==> config.mk <==
export PLATFORM = sky130hd
export DESIGN_NAME = mips_cpu_fetch
export DESIGN_NICKNAME = d
export VERILOG_FILES = /design/src/rtl/mips_cpu_fetch.sv
export SDC_FILE = /design/constraint.sdc
export NUM_CORES = 1
export LEC_CHECK = 0
export BUFFER_PORTS_ARGS = -buffer_cell sky130_fd_sc_hd__buf_4
export CORE_ASPECT_RATIO = 1.5
export CORE_MARGIN = 3
export CORE_UTILIZATION = 34
export CTS_CLUSTER_SIZE = 24
export DETAILED_ROUTE_END_ITERATION = 10
export GPL_ROUTABILITY_DRIVEN = 1
export GPL_TIMING_DRIVEN = 1
export RECOVER_POWER = 50
export SLEW_MARGIN = 20
export SYNTH_ARGS = -nofsm -noshare
export SYNTH_HDL_FRONTEND = slang
export SYNTH_SLANG_ARGS = --single-unit
==> constraint.sdc <==
create_clock -name clk -period 6.21 [get_ports clk]
set_clock_uncertainty 0.2 [all_clocks]
set_input_delay 0 -clock clk [delete_from_list [all_inputs] [get_ports clk]]
set_output_delay 0 -clock clk [all_outputs]
set_load 0.05 [all_outputs]
==> src/rtl/mips_cpu_fetch.sv <==
// Instruction-fetch front end: issues waitrequest-style imem reads and buffers
// {instruction, pc+4} pairs in a small FIFO drained by decode.
module mips_cpu_fetch #(
  parameter int unsigned DEPTH     = 2,
  parameter logic [31:0] HALT_ADDR = 32'h00000000
) (
  input  logic        clk,
  input  logic        reset,
  input  logic        clk_enable,
  input  logic [31:0] pc_in,
  input  logic        pc_valid,
  output logic        pc_ready,
  input  logic        flush,
  output logic [31:0] imem_address,
  output logic        imem_read,
  input  logic        imem_waitrequest,
  input  logic [31:0] imem_readdata,
  output logic [31:0] instr_out,
  output logic [31:0] pc4_out,
  output logic        instr_valid,
  input  logic        instr_ready,
  output logic        active
);

  localparam int unsigned PW = $clog2(DEPTH);
  localparam int unsigned CW = PW + 1;

  localparam logic [1:0] IDLE    = 2'd0;
  localparam logic [1:0] FETCH   = 2'd1;
  localparam logic [1:0] DISCARD = 2'd2;
  localparam logic [1:0] HALTED  = 2'd3;

  logic [1:0]    state, state_next;
  logic [31:0]   addr_reg;
  logic [31:0]   instr_mem [DEPTH];
  logic [31:0]   pc4_mem   [DEPTH];
  logic [PW-1:0] rd_ptr, wr_ptr;
  logic [CW-1:0] count;
  logic [CW:0]   occupancy;
  logic          pop, push, accept, is_halt, fetch_done;

  assign instr_valid = (count != '0);
  assign pop         = instr_valid && instr_ready;
  assign fetch_done  = (state == FETCH) && !imem_waitrequest;
  assign push        = fetch_done && !flush;
  assign is_halt     = (pc_in == HALT_ADDR);

  // Projected occupancy counts the in-flight fetch so a granted request always has a free slot.
  assign occupancy = {1'b0, count} + {{CW{1'b0}}, (state == FETCH)} - {{CW{1'b0}}, pop};

  assign pc_ready = !flush && ((state == IDLE) || fetch_done) && (occupancy < (CW+1)'(DEPTH));
  assign accept   = pc_valid && pc_ready;

  assign imem_read    = (state == FETCH) || (state == DISCARD);
  assign imem_address = addr_reg;
  assign instr_out    = instr_valid ? instr_mem[rd_ptr] : '0;
  assign pc4_out      = instr_valid ? pc4_mem[rd_ptr] : '0;
  assign active       = (state != HALTED);

  always_comb begin
    state_next = state;
    case (state)
      IDLE: begin
        if (accept) state_next = is_halt ? HALTED : FETCH;
      end
      FETCH: begin
        if (flush)             state_next = imem_waitrequest ? DISCARD : IDLE;
        else if (fetch_done)   state_next = accept ? (is_halt ? HALTED : FETCH) : IDLE;
      end
      DISCARD: begin
        if (!imem_waitrequest) state_next = IDLE;
      end
      default: state_next = HALTED;
    endcase
  end

  always_ff @(posedge clk) begin
    if (reset) begin
      state    <= IDLE;
      addr_reg <= '0;
      rd_ptr   <= '0;
      wr_ptr   <= '0;
      count    <= '0;
    end else if (clk_enable) begin
      state <= state_next;
      if (accept && !is_halt) addr_reg <= pc_in;
      if (flush) begin
        rd_ptr <= '0;
        wr_ptr <= '0;
        count  <= '0;
      end else begin
        if (push) wr_ptr <= wr_ptr + PW'(1);
        if (pop)  rd_ptr <= rd_ptr + PW'(1);
        case ({push, pop})
          2'b10:   count <= count + CW'(1);
          2'b01:   count <= count - CW'(1);
          default: count <= count;
        endcase
      end
    end
  end

  always_ff @(posedge clk) begin
    if (!reset && clk_enable && push) begin
      instr_mem[wr_ptr] <= imem_readdata;
      pc4_mem[wr_ptr]   <= addr_reg + 32'd4;
    end
  end

endmodule
==> impl_results.md <==
* Clock slew seen by the registers of the worst setup and hold paths at 0.07 ns
* DRC viols at 0
* Growth of design area from synthesis to finish at 34.7%
* Max-cap violations at 1
* CTS root buffer: sky130_fd_sc_hd__clkbuf_16
* Placer's final routability congestion estimate at 0.776
* Cell area after technology mapping at 7450 µm²
* Proportion of synthesized chip area in sequential cells at 62.1%
* Final hold violation count at 0
* Final layout net count at 881
* Detailed-route wire length at 17100 µm
* Antenna fix cells at 0
* Worst-Margin Slew at 2.98 ns
* Clock H-tree levels at 4
* Time the final worst path needs with I/O delays and setup at 4.02 ns
* Area share of the largest cell type after synthesis at 51.6%
* Violations in the final reports: max-capacitance violations, max-slew violations
* Mean routed wirelength per cell at 15.8 µm
* Critical path launch point type: register
* Post-CTS setup repair buffer count at 0
* Layout cells sized above 1 at 17.3%
* Overall die width at 127 µm
* Beginning of the critical path: count[1]$_SDFFE_PP0P_
* Pin count of the biggest net entering global routing at 74
* Antenna-violating nets left at 0
* Number of global-route vias before repair at 5477
* Path type of the worst min-delay path: in -> reg
* # fillers at 2010
* Cell area after layout at 10000 µm²
* Most used DFF post-synth: sky130_fd_sc_hd__edfxtp_1
* Endpoint of the worst setup timing path: pc4_out[21]
* Buffer depth of the longest clock path at 2
* First-pass DRT Iterations at 4
* CORE AREA at 21300 µm²
* Final TNS setup at 0 ns
* Antenna violations before repair at 0
* Depth of the most critical reg-to-reg path at 9
* Crit share post-route at 64.7%
* Worst reg2reg path endpoint: state[0]$_SDFFE_PP0P_
* Achievable clock frequency at 249 MHz
* Buffers added on ports at 170
* Initial drt markers at 182
* Most frequent cell after synthesis: sky130_fd_sc_hd__edfxtp_1
* Finish-stage setup viols at 0
* Biggest area contributors in the synthesized netlist: sky130_fd_sc_hd__edfxtp_1 (52%), sky130_fd_sc_hd__mux2i_1 (13%), sky130_fd_sc_hd__dfxtp_1 (10%)
* Status: complete, but fails checks
* Post-DR vias/cell at 4.69
* Total I/O pin count at 171
* Multi-input gate area in the final layout at 2620 µm²
* Leakage at 3.44 nW
* Synth Net Count at 642
* Gate Count Post-Synth at 563
* Placement row count at 65
* Clock insertion delay at the later pin of the skew report at 0.42 ns
* Unrepaired setup endpoints after global routing: no
* Overall Power at 2.55 mW
* Final Max Slew Viols at 66
* Critical-path maximum fanout at 65
* Number of enable-type register cells in the synthesized netlist at 128
* Total congestion overflow after global routing at 0
* Share of synthesized flip-flops with an asynchronous set or reset at 0%
* Yosys reg bits at 167
* Vertical die dimension at 187 µm
* Launch point of the worst reg-to-reg path: count[1]$_SDFFE_PP0P_
* Power per unit of standard cell area at 254 nW/µm²
* Starting density of the core at 35.0%
* First-pass GRT wire length at 27600 µm
* Avg Cell Area, Syn at 13.2 µm²
* Worst reg2reg setup slack at 2.83 ns
* Total Routing Usage GR at 14.6%
* Count of instances resized after the clock tree is built at 0
* Die area at 23800 µm²
* Number of hold-repair buffers added at the cts stage at 74
* Yosys warnings at 0
* Top post-synthesis cells by count: sky130_fd_sc_hd__edfxtp_1 (128), sky130_fd_sc_hd__mux2i_1 (98), sky130_fd_sc_hd__nor2_1 (70)
* Via count at 5080
* Critical path required time at 6.01 ns
* Critical path capture point type: output port
* Area leader, netlist: sky130_fd_sc_hd__edfxtp_1
* Number of sinks driven by the clock tree at 167
* Post-detailed-placement cell area at 8970 µm²
* CTS tree: yes
* Storage element area at 4630 µm²
* Data arrival time of the critical path at 3.82 ns
* Setup Crit Path Kind: reg -> out
* Post-detail-place hpwl at 11600 µm
* Worst ir drop on vdd at 174 µV
* Number of clock buffers inserted by TritonCTS at 17
* Tightest slew margin relative to the limit at -98.5%
* Count of distinct cell types in the synthesized netlist at 48
cell families after synthesis:
group	Yosys count	share of synthesized area, %
buffers and inverters	40	2.45
multiplexers	98	13.2
adder cells (fa/ha/maj)	8	1.44
XOR/XNOR	30	3.63
AO/OA/AOI/OAI	19	2.17
AND/OR/NAND/NOR	201	15.1
flip-flops	167	62.1
metal layers:
metal	vias up	track usage [%]	wire length, µm
met5	-	0	0
met4	0	6.61	466
met3	27	2.20	591
met2	122	27.2	9270
met1	2431	16.1	6800
li1	2500	-	-
power breakdown:
part           leakage, nW  internal [mW]  total [mW]  switching, mW
Sequential            1.48           1.21        1.23         0.0191
Clock                0.316          0.658        1.08          0.417
Combinational         1.65          0.105       0.242          0.137
Total                 3.44           1.98        2.55          0.574
worst max-delay path, stage by stage (launching register included):
cell,delay (ns)
sky130_fd_sc_hd__dfxtp_1,0.41
sky130_fd_sc_hd__nor2_4,0.14
sky130_fd_sc_hd__clkbuf_1,2.10
sky130_fd_sc_hd__nor2_1,0.37
sky130_fd_sc_hd__buf_4,0.36
placed cells by master, fill, tap and decap left out, types with 6 or more instances in the layout:
cell type                         n
sky130_fd_sc_hd__and4_1           6
sky130_fd_sc_hd__buf_4           68
sky130_fd_sc_hd__clkbuf_1        79
sky130_fd_sc_hd__clkbuf_16       22
sky130_fd_sc_hd__clkbuf_4        29
sky130_fd_sc_hd__dfxtp_1         38
sky130_fd_sc_hd__dlygate4sd3_1   74
sky130_fd_sc_hd__edfxtp_1       128
sky130_fd_sc_hd__ha_1             7
sky130_fd_sc_hd__inv_1           12
sky130_fd_sc_hd__mux2i_1         98
sky130_fd_sc_hd__nand2_1          9
sky130_fd_sc_hd__nand2b_1        65
sky130_fd_sc_hd__nand3_1         10
sky130_fd_sc_hd__nand4_1          9
sky130_fd_sc_hd__nor2_1          69
sky130_fd_sc_hd__nor4_1          10
sky130_fd_sc_hd__xnor2_1         23
sky130_fd_sc_hd__xor2_1           6
metrics by stage:
| stage | std cells | worst slack, ns | utilization, % | hold WS, ns |
|---|---|---|---|---|
| 2_1_floorplan | 563 | 0.0770 | - | -0.101 |
| 3_3_place_gp | 976 | 3.12 | 42.1 | -0.0117 |
| 3_5_place_dp | 976 | 3.02 | 42.1 | -0.0116 |
| 4_1_cts | 1082 | 2.84 | 48.5 | 0.0889 |
| 5_1_grt | 1083 | 1.68 | 47.1 | 0.120 |
| 6_report | 1083 | 2.19 | 47.1 | 0.131 |
worst min-delay path by stage:
stage	slack, ns	endpoint	cells after the start	start
after floorplan	-0.10	instr_mem[0][0]$_DFFE_PP_	0	imem_readdata[0]
after global placement	-0.01	instr_mem[0][6]$_DFFE_PP_	1	imem_readdata[6]
after detailed placement	-0.01	instr_mem[1][11]$_DFFE_PP_	1	imem_readdata[11]
after CTS	0.09	instr_mem[1][23]$_DFFE_PP_	2	imem_readdata[23]
after global routing	0.12	instr_mem[1][17]$_DFFE_PP_	2	imem_readdata[17]
final	0.13	instr_mem[0][6]$_DFFE_PP_	2	imem_readdata[6]
sequential cells by signal, summed over array words and instances (netlist names), named ones only:
| signal | cells |
|---|---|
| count | 2 |
| wr_ptr | 1 |
| instr_mem | 64 |
| pc4_mem | 64 |
| rd_ptr | 1 |
| imem_address | 32 |
| state | 2 |
cell type report:
class	count	area share, %
Multi-Input combinational cell	356	26.1
Tap cell	268	3.34
Inverter	11	0.411
Sequential cell	167	46.1
Clock inverter	6	0.424
Clock buffer	26	5.83
Timing Repair Buffer	249	17.8
(Power assumes the default switching activity.)
